--- config.mk ---
export PLATFORM = sky130hd
export DESIGN_NAME = nxn_board_game
export DESIGN_NICKNAME = d
export VERILOG_FILES = /design/src/rtl/nxn_board_game.sv
export SDC_FILE = /design/constraint.sdc
export NUM_CORES = 1
export LEC_CHECK = 0
export CAP_MARGIN = 20
export CORE_MARGIN = 1
export CORE_UTILIZATION = 50
export CTS_CLUSTER_DIAMETER = 30
export DETAILED_ROUTE_END_ITERATION = 7
export DONT_BUFFER_PORTS = 1
export PLACE_DENSITY_LB_ADDON = 0.05
export SLEW_MARGIN = 10
export SYNTH_ARGS = -nofsm -noshare
export SYNTH_HDL_FRONTEND = slang
export SYNTH_SLANG_ARGS = --single-unit
--- constraint.sdc ---
create_clock -name clk -period 6.43 [get_ports clk]
set_clock_uncertainty 0.15 [all_clocks]
set_input_delay 1.286 -clock clk [delete_from_list [all_inputs] [get_ports clk]]
set_output_delay 1.286 -clock clk [all_outputs]
set_load 0.02 [all_outputs]
--- src/rtl/nxn_board_game.sv ---
// nxn_board_game: N x N board game with a K-in-a-row win condition.
//
// After each accepted move, only the four lines through the placed cell are
// scanned, one direction per cycle (horizontal, vertical, diagonal,
// anti-diagonal). The result is known four cycles after the accept.
//
// Parameters: N (board side, 3..8), K (win length, 3..N), PW (derived index width)
// Ports:
//   clk, rst            clock, synchronous active-high reset
//   play_x / play_o     move request strobes (level-sampled)
//   x_pos / o_pos       target cell index, row*N+col
//   board               flattened board, cell i at [2i+1:2i] (00 empty, 01 X, 10 O)
//   turn                0 = X to move, 1 = O to move
//   busy                win check in progress
//   illegal             one-cycle pulse on a rejected move
//   who                 00 none, 01 X, 10 O, 11 draw
//   game_over           high once who != 00
//   move_count          (only with MOVE_COUNT_EN) number of accepted moves
//
// Optional feature macro: MOVE_COUNT_EN adds move_count and uses it for the
// board-full test instead of a reduction over all cells.
module nxn_board_game #(
  parameter int N  = 3,
  parameter int K  = 3,
  parameter int PW = $clog2(N*N)
) (
  input  logic             clk,
  input  logic             rst,
  input  logic             play_x,
  input  logic             play_o,
  input  logic [PW-1:0]    x_pos,
  input  logic [PW-1:0]    o_pos,
  output logic [2*N*N-1:0] board,
  output logic             turn,
  output logic             busy,
  output logic             illegal,
  output logic [1:0]       who,
  output logic             game_over
`ifdef MOVE_COUNT_EN
  ,
  output logic [PW:0]      move_count
`endif
);

  localparam int CELLS = N*N;
  localparam int CW    = $clog2(K) + 1;
  localparam int RW    = $clog2(N);

  typedef enum logic [2:0] {S_WAIT, S_CHK0, S_CHK1, S_CHK2, S_CHK3, S_OVER} state_t;

  state_t             state_q, state_d;
  logic [2*N*N-1:0]   board_q, board_d;
  logic               turn_q, turn_d;
  logic               busy_q, busy_d;
  logic               illegal_q, illegal_d;
  logic [1:0]         who_q, who_d;
  logic [RW-1:0]      row_q, row_d;
  logic [RW-1:0]      col_q, col_d;
  logic               hit_q, hit_d;
`ifdef MOVE_COUNT_EN
  logic [PW:0]        mc_q, mc_d;
`endif

  logic [1:0]         mark;
  logic [CW-1:0]      cnt_p, cnt_n;
  logic               hit_now;
  logic               full;

  // Mark of the player who just moved; turn only toggles at the end of the check.
  assign mark = turn_q ? 2'b10 : 2'b01;

  // Count contiguous mover marks from the origin in the current direction.
  always_comb begin : scan
    int  dr, dc, r, c;
    logic run_p, run_n;
    dr = 0;
    dc = 1;
    case (state_q)
      S_CHK1:  begin dr = 1; dc = 0;  end
      S_CHK2:  begin dr = 1; dc = 1;  end
      S_CHK3:  begin dr = 1; dc = -1; end
      default: begin dr = 0; dc = 1;  end
    endcase
    cnt_p = '0;
    cnt_n = '0;
    run_p = 1'b1;
    run_n = 1'b1;
    for (int s = 1; s < K; s++) begin
      r = int'(row_q) + s*dr;
      c = int'(col_q) + s*dc;
      if (run_p && r >= 0 && r < N && c >= 0 && c < N) begin
        if (board_q[2*(r*N+c) +: 2] == mark) cnt_p = cnt_p + CW'(1);
        else                                 run_p = 1'b0;
      end else begin
        run_p = 1'b0;
      end
      r = int'(row_q) - s*dr;
      c = int'(col_q) - s*dc;
      if (run_n && r >= 0 && r < N && c >= 0 && c < N) begin
        if (board_q[2*(r*N+c) +: 2] == mark) cnt_n = cnt_n + CW'(1);
        else                                 run_n = 1'b0;
      end else begin
        run_n = 1'b0;
      end
    end
    hit_now = (int'(cnt_p) + int'(cnt_n) + 1) >= K;
  end

`ifdef MOVE_COUNT_EN
  assign full = (int'(mc_q) == CELLS);
`else
  always_comb begin
    full = 1'b1;
    for (int i = 0; i < CELLS; i++)
      if (board_q[2*i +: 2] == 2'b00) full = 1'b0;
  end
`endif

  always_comb begin
    logic req, occupied;
    int   pos_i;
    state_d   = state_q;
    board_d   = board_q;
    turn_d    = turn_q;
    busy_d    = busy_q;
    illegal_d = 1'b0;
    who_d     = who_q;
    row_d     = row_q;
    col_d     = col_q;
    hit_d     = hit_q;
`ifdef MOVE_COUNT_EN
    mc_d      = mc_q;
`endif
    req       = 1'b0;
    occupied  = 1'b0;
    pos_i     = 0;
    case (state_q)
      S_WAIT: begin
        // Only the current player's strobe is looked at.
        req   = turn_q ? play_o : play_x;
        pos_i = int'(turn_q ? o_pos : x_pos);
        if (pos_i < CELLS) occupied = (board_q[2*pos_i +: 2] != 2'b00);
        else               occupied = 1'b1;
        if (req) begin
          if (occupied) begin
            illegal_d = 1'b1;
          end else begin
            board_d[2*pos_i +: 2] = mark;
            row_d   = RW'(pos_i / N);
            col_d   = RW'(pos_i % N);
            hit_d   = 1'b0;
            busy_d  = 1'b1;
            state_d = S_CHK0;
`ifdef MOVE_COUNT_EN
            mc_d    = mc_q + 1'b1;
`endif
          end
        end
      end
      S_CHK0: begin hit_d = hit_q | hit_now; state_d = S_CHK1; end
      S_CHK1: begin hit_d = hit_q | hit_now; state_d = S_CHK2; end
      S_CHK2: begin hit_d = hit_q | hit_now; state_d = S_CHK3; end
      S_CHK3: begin
        busy_d = 1'b0;
        // A win on the last free cell beats the draw.
        if (hit_q | hit_now) begin
          who_d   = mark;
          state_d = S_OVER;
        end else if (full) begin
          who_d   = 2'b11;
          state_d = S_OVER;
        end else begin
          turn_d  = ~turn_q;
          state_d = S_WAIT;
        end
      end
      default: state_d = S_OVER;
    endcase
  end

  always_ff @(posedge clk) begin
    if (rst) begin
      state_q   <= S_WAIT;
      board_q   <= '0;
      turn_q    <= 1'b0;
      busy_q    <= 1'b0;
      illegal_q <= 1'b0;
      who_q     <= 2'b00;
      row_q     <= '0;
      col_q     <= '0;
      hit_q     <= 1'b0;
`ifdef MOVE_COUNT_EN
      mc_q      <= '0;
`endif
    end else begin
      state_q   <= state_d;
      board_q   <= board_d;
      turn_q    <= turn_d;
      busy_q    <= busy_d;
      illegal_q <= illegal_d;
      who_q     <= who_d;
      row_q     <= row_d;
      col_q     <= col_d;
      hit_q     <= hit_d;
`ifdef MOVE_COUNT_EN
      mc_q      <= mc_d;
`endif
    end
  end

  assign board     = board_q;
  assign turn      = turn_q;
  assign busy      = busy_q;
  assign illegal   = illegal_q;
  assign who       = who_q;
  assign game_over = (who_q != 2'b00);
`ifdef MOVE_COUNT_EN
  assign move_count = mc_q;
`endif

endmodule

==> summary.txt, run 1 <==
STA
  • Achievable frequency: approximately 160 MHz
  • Hold WS: 0.3927 ns
  • Max Slew Vio Count: 0
  • Worst-margin pin slew: 0.9321 ns
  • Slew headroom: 37.86%
  • Tmin final: 6.235 ns
  • Period utilization: 96.96%
  • Setup_tns: 0 ns
  • Setup-failing EPs final: 0
  • Fin. Hold Viols: 0

Power and ir drop
  • Logic gate share of total power: approximately 64%
  • Power Internal: about 0.59 mW
  • Static leakage: 2.042 nW
  • Switching power: 0.4308 mW
  • Sw frac: 42.29%
  • Power per cell area: around 210 nW/µm²
  • Clk pwr share: 15.3%
  • Peak VDD IR: 0.1238 mV
  • Flop pwr share: 20.7%

Yosys
  • Top FF cell, synth: dfxtp_1
  • Main area contributors after synthesis: ha_1 (21%), dfxtp_1 (14%), mux4_2 (8.3%)
  • Mean Syn Cell Area: 8.753 µm²
  • Synth top area share: 21.37%
  • Post-Syn Instances: 495
  • Synth area leader: ha_1
  • Post-synthesis sequential area ratio: between 10% and 20%
  • Mapped Nets: 595
  • EDFF count, synth: 0
  • Ys Warns: 0
  • Post-synthesis cell type count: 63
  • Synth Cell Area: between 4000 and 5000 µm²
  • Asr flop ratio synth: 0%
  • Seq cells post-synth: 31

Drt
  • Vias: about 3700
  • Final ANT Viol Nets: 0
  • Drt total wl: ~11000 µm
  • Routed WL per cell: around 18 µm
  • DR DRC count: 0
  • Drt first pass iters: 4
  • Initial drt markers: 192
  • Via density: about 6

Critical path
  • Reg2Reg Depth: 26
  • Worst setup SP type: register
  • Crit. End Element: register
  • Critical path fanouts, max: 8
  • Arr. time, crit path: 6.25 ns
  • CP Class: register to register
  • CP Data Required Time: around 6.5 ns

Clocking
  • Clock tree buffer depth: 2
  • CTS sink cnt: 31
  • CTS tree: done
  • Skew-Pair Late Insertion Delay: 0.28 ns
  • Clk root buf: clkbuf_8
  • Cts bufs inserted: 5
  • H-Tree Depth: 2
  • CTS clock-pin slew for the worst setup and hold paths: roughly 0.070 ns

Global routing
  • Met3 Usage GRT: 3.748%
  • Largest net degree at the start of global routing: 25
  • Met2 Use GR: 43.39%
  • Vias in the first global route: 3607
  • Remaining Overflow, GRT: 0
  • Layer with the highest usage: met2
  • Met1 usage: 33.22%
  • Initial antenna violation count: 0
  • First-pass GRT wire length: roughly 18000 µm
  • Gr usage total: 25.47%

Layout
  • Fin area: 4761 µm²
  • NumNets Final: 607
  • Area grow syn2layout: 9.876%
  • Fraction of layout cells with a size suffix above 1: 17.95%
  • Antenna Cells: 0

Die
  • Die area: approximately 9000 µm²
  • Starting Density: 52.21%
  • Die height: between 90 and 100 µm
  • Chip Width: approximately 95 µm
  • Core Rows: 33
  • I/O pin count: 36
  • Core Box Area: ~8300 µm²

Place
  • Port buffer count: 0
  • Hpwl dp: 8549 µm
  • GP Congestion: 0.8144
  • Placed inst area: 4489 µm²

Min path
  • Hold path cells: 3
  • Hold Path Class: register to register

Run status
  • Status: completed

Run
  • Max Cap Viol: 0
==> registers in the layout, indices dropped and copies added (netlist names) <==
name,count
who,2
illegal,1
board,18
row_q,2
turn,1
hit_q,1
busy,1
col_q,2
state_q,3
==> placed cells by master, fill, tap and decap left out, types with 4 or more instances in the layout <==
cell type and n:
dfxtp_1 27, ha_1 68, nand2_1 43, xor2_1 4, nand3_1 12, nor2_1 30, nor4_1 5, o2111ai_1 4
a21oi_1 22, xnor2_1 10, a21o_1 6, or4_1 5, inv_1 57, ha_2 5, and3_1 6, nand3b_1 6
o21ai_0 5, clkbuf_8 6, mux2_2 6, nand2b_1 7, fa_1 11, nor2b_1 4, mux4_2 16, mux2i_1 26
buf_4 16, nor3_1 18
==> per-stage QoR <==
| step | instances | setup slack (ns) | power (mW) | util [%] |
|---|---|---|---|---|
| 5_1_grt | 612 | -0.04597 | 1.114 | 57.36 |
| 3_3_place_gp | 599 | 0.1886 | 0.8052 | 54.09 |
| 6_report | 612 | 0.1954 | 1.019 | 57.36 |
| 2_1_floorplan | 495 | 0.01704 | 0.6916 | - |
| 3_5_place_dp | 599 | -0.01346 | 0.8175 | 54.09 |
| 4_1_cts | 607 | 0.003595 | 0.9778 | 55.28 |
==> power groups by stage <==
stage          combinational, mW  sequential (mW)  clock (mW)
6_report                   0.652            0.211       0.156
5_1_grt                    0.736            0.211       0.166
4_1_cts                    0.613            0.209       0.156
3_5_place_dp               0.604            0.213           0
3_3_place_gp               0.592            0.213           0
2_1_floorplan              0.479            0.213           0
==> final timing paths <==
kind / to / slack (ns) / from
max reg2reg: state_q[0] / 0.20 / state_q[0]
min reg2reg: hit_q / 0.39 / hit_q
max: state_q[0] / 0.20 / state_q[0]
min: hit_q / 0.39 / hit_q
==> cell type report <==
| cell class | instances | area, µm² |
|---|---|---|
| sequential | 31 | 630.6 |
| clock inverter | 1 | 5.005 |
| inverter | 61 | 231.5 |
| fill | 774 | 3538 |
| multi-input combinational | 389 | 3526 |
| tap | 105 | 131.4 |
| clock buffer | 6 | 82.58 |
| timing repair buffer | 19 | 153.9 |
==> synthesized netlist by cell type (5+ instances only) <==
master    count
inv_1        59
or4_1         5
a21oi_1      24
nand2_1      44
ha_1         74
fa_1         14
nor2_1       33
clkbuf_1      7
a21o_1        6
and3_1        6
nand3b_1      6
mux2i_1      26
nand3_1      12
nor3_1       18
nand2b_1      7
xnor2_1      10
mux2_2        6
nor4_1        6
mux4_2       16
dfxtp_1      31
o21ai_0       6
==> repair_timing <==
action                                  4_1_cts  5_1_grt
resized for setup                             2       37
hold buffers                                  0        0
pin swaps                                     1       18
setup buffers                                 1        5
endpoints found under the setup margin        1        6
==> layer usage <==
| metal | share of wire (%) | routed length, µm |
|---|---|---|
| met3 | 4.1 | 456 |
| met1 | 46 | 5042 |
| met2 | 48 | 5333 |
| met4 | 1.7 | 188 |
| met5 | 0 | 0 |
==> worst max-delay path, stage by stage (launching register included) <==
cell and delay [ns]:
dfxtp_4 0.36, nor2_4 0.12, nand2_2 0.07, o21ai_2 0.07, buf_6 0.17, inv_4 0.05
fa_1 0.49, ha_1 0.30, ha_2 0.17, inv_1 0.06, fa_2 0.61, buf_6 0.12
mux4_2 0.28, nand2_1 0.08, a21oi_1 0.05, a31o_2 0.21, or3_1 0.32, a21oi_2 0.16
ha_1 0.16, nor4_2 0.05, or4_1 0.53, ha_2 0.20, fa_1 0.48, o211ai_1 0.31
a21oi_2 0.09, and2_4 0.19, a2111oi_4 0.27
==> kinds of logic after synthesis <==
logic type               share of synthesized area [%]
XOR/XNOR                                         2.830
adder cells (fa/ha/maj)                          27.84
buffers and inverters                            6.959
AND/OR/NAND/NOR                                  18.86
AO/OA/AOI/OAI                                    12.45
multiplexers                                     16.75
flip-flops                                       14.32
No activity file was read; power rests on OpenSTA's default activity.
==> run 2: changes to the inputs <==
- SLEW_MARGIN: 10 -> default
==> results of run 2 <==
Same layout as run 1: the final DEF is identical, and so are final timing and power.
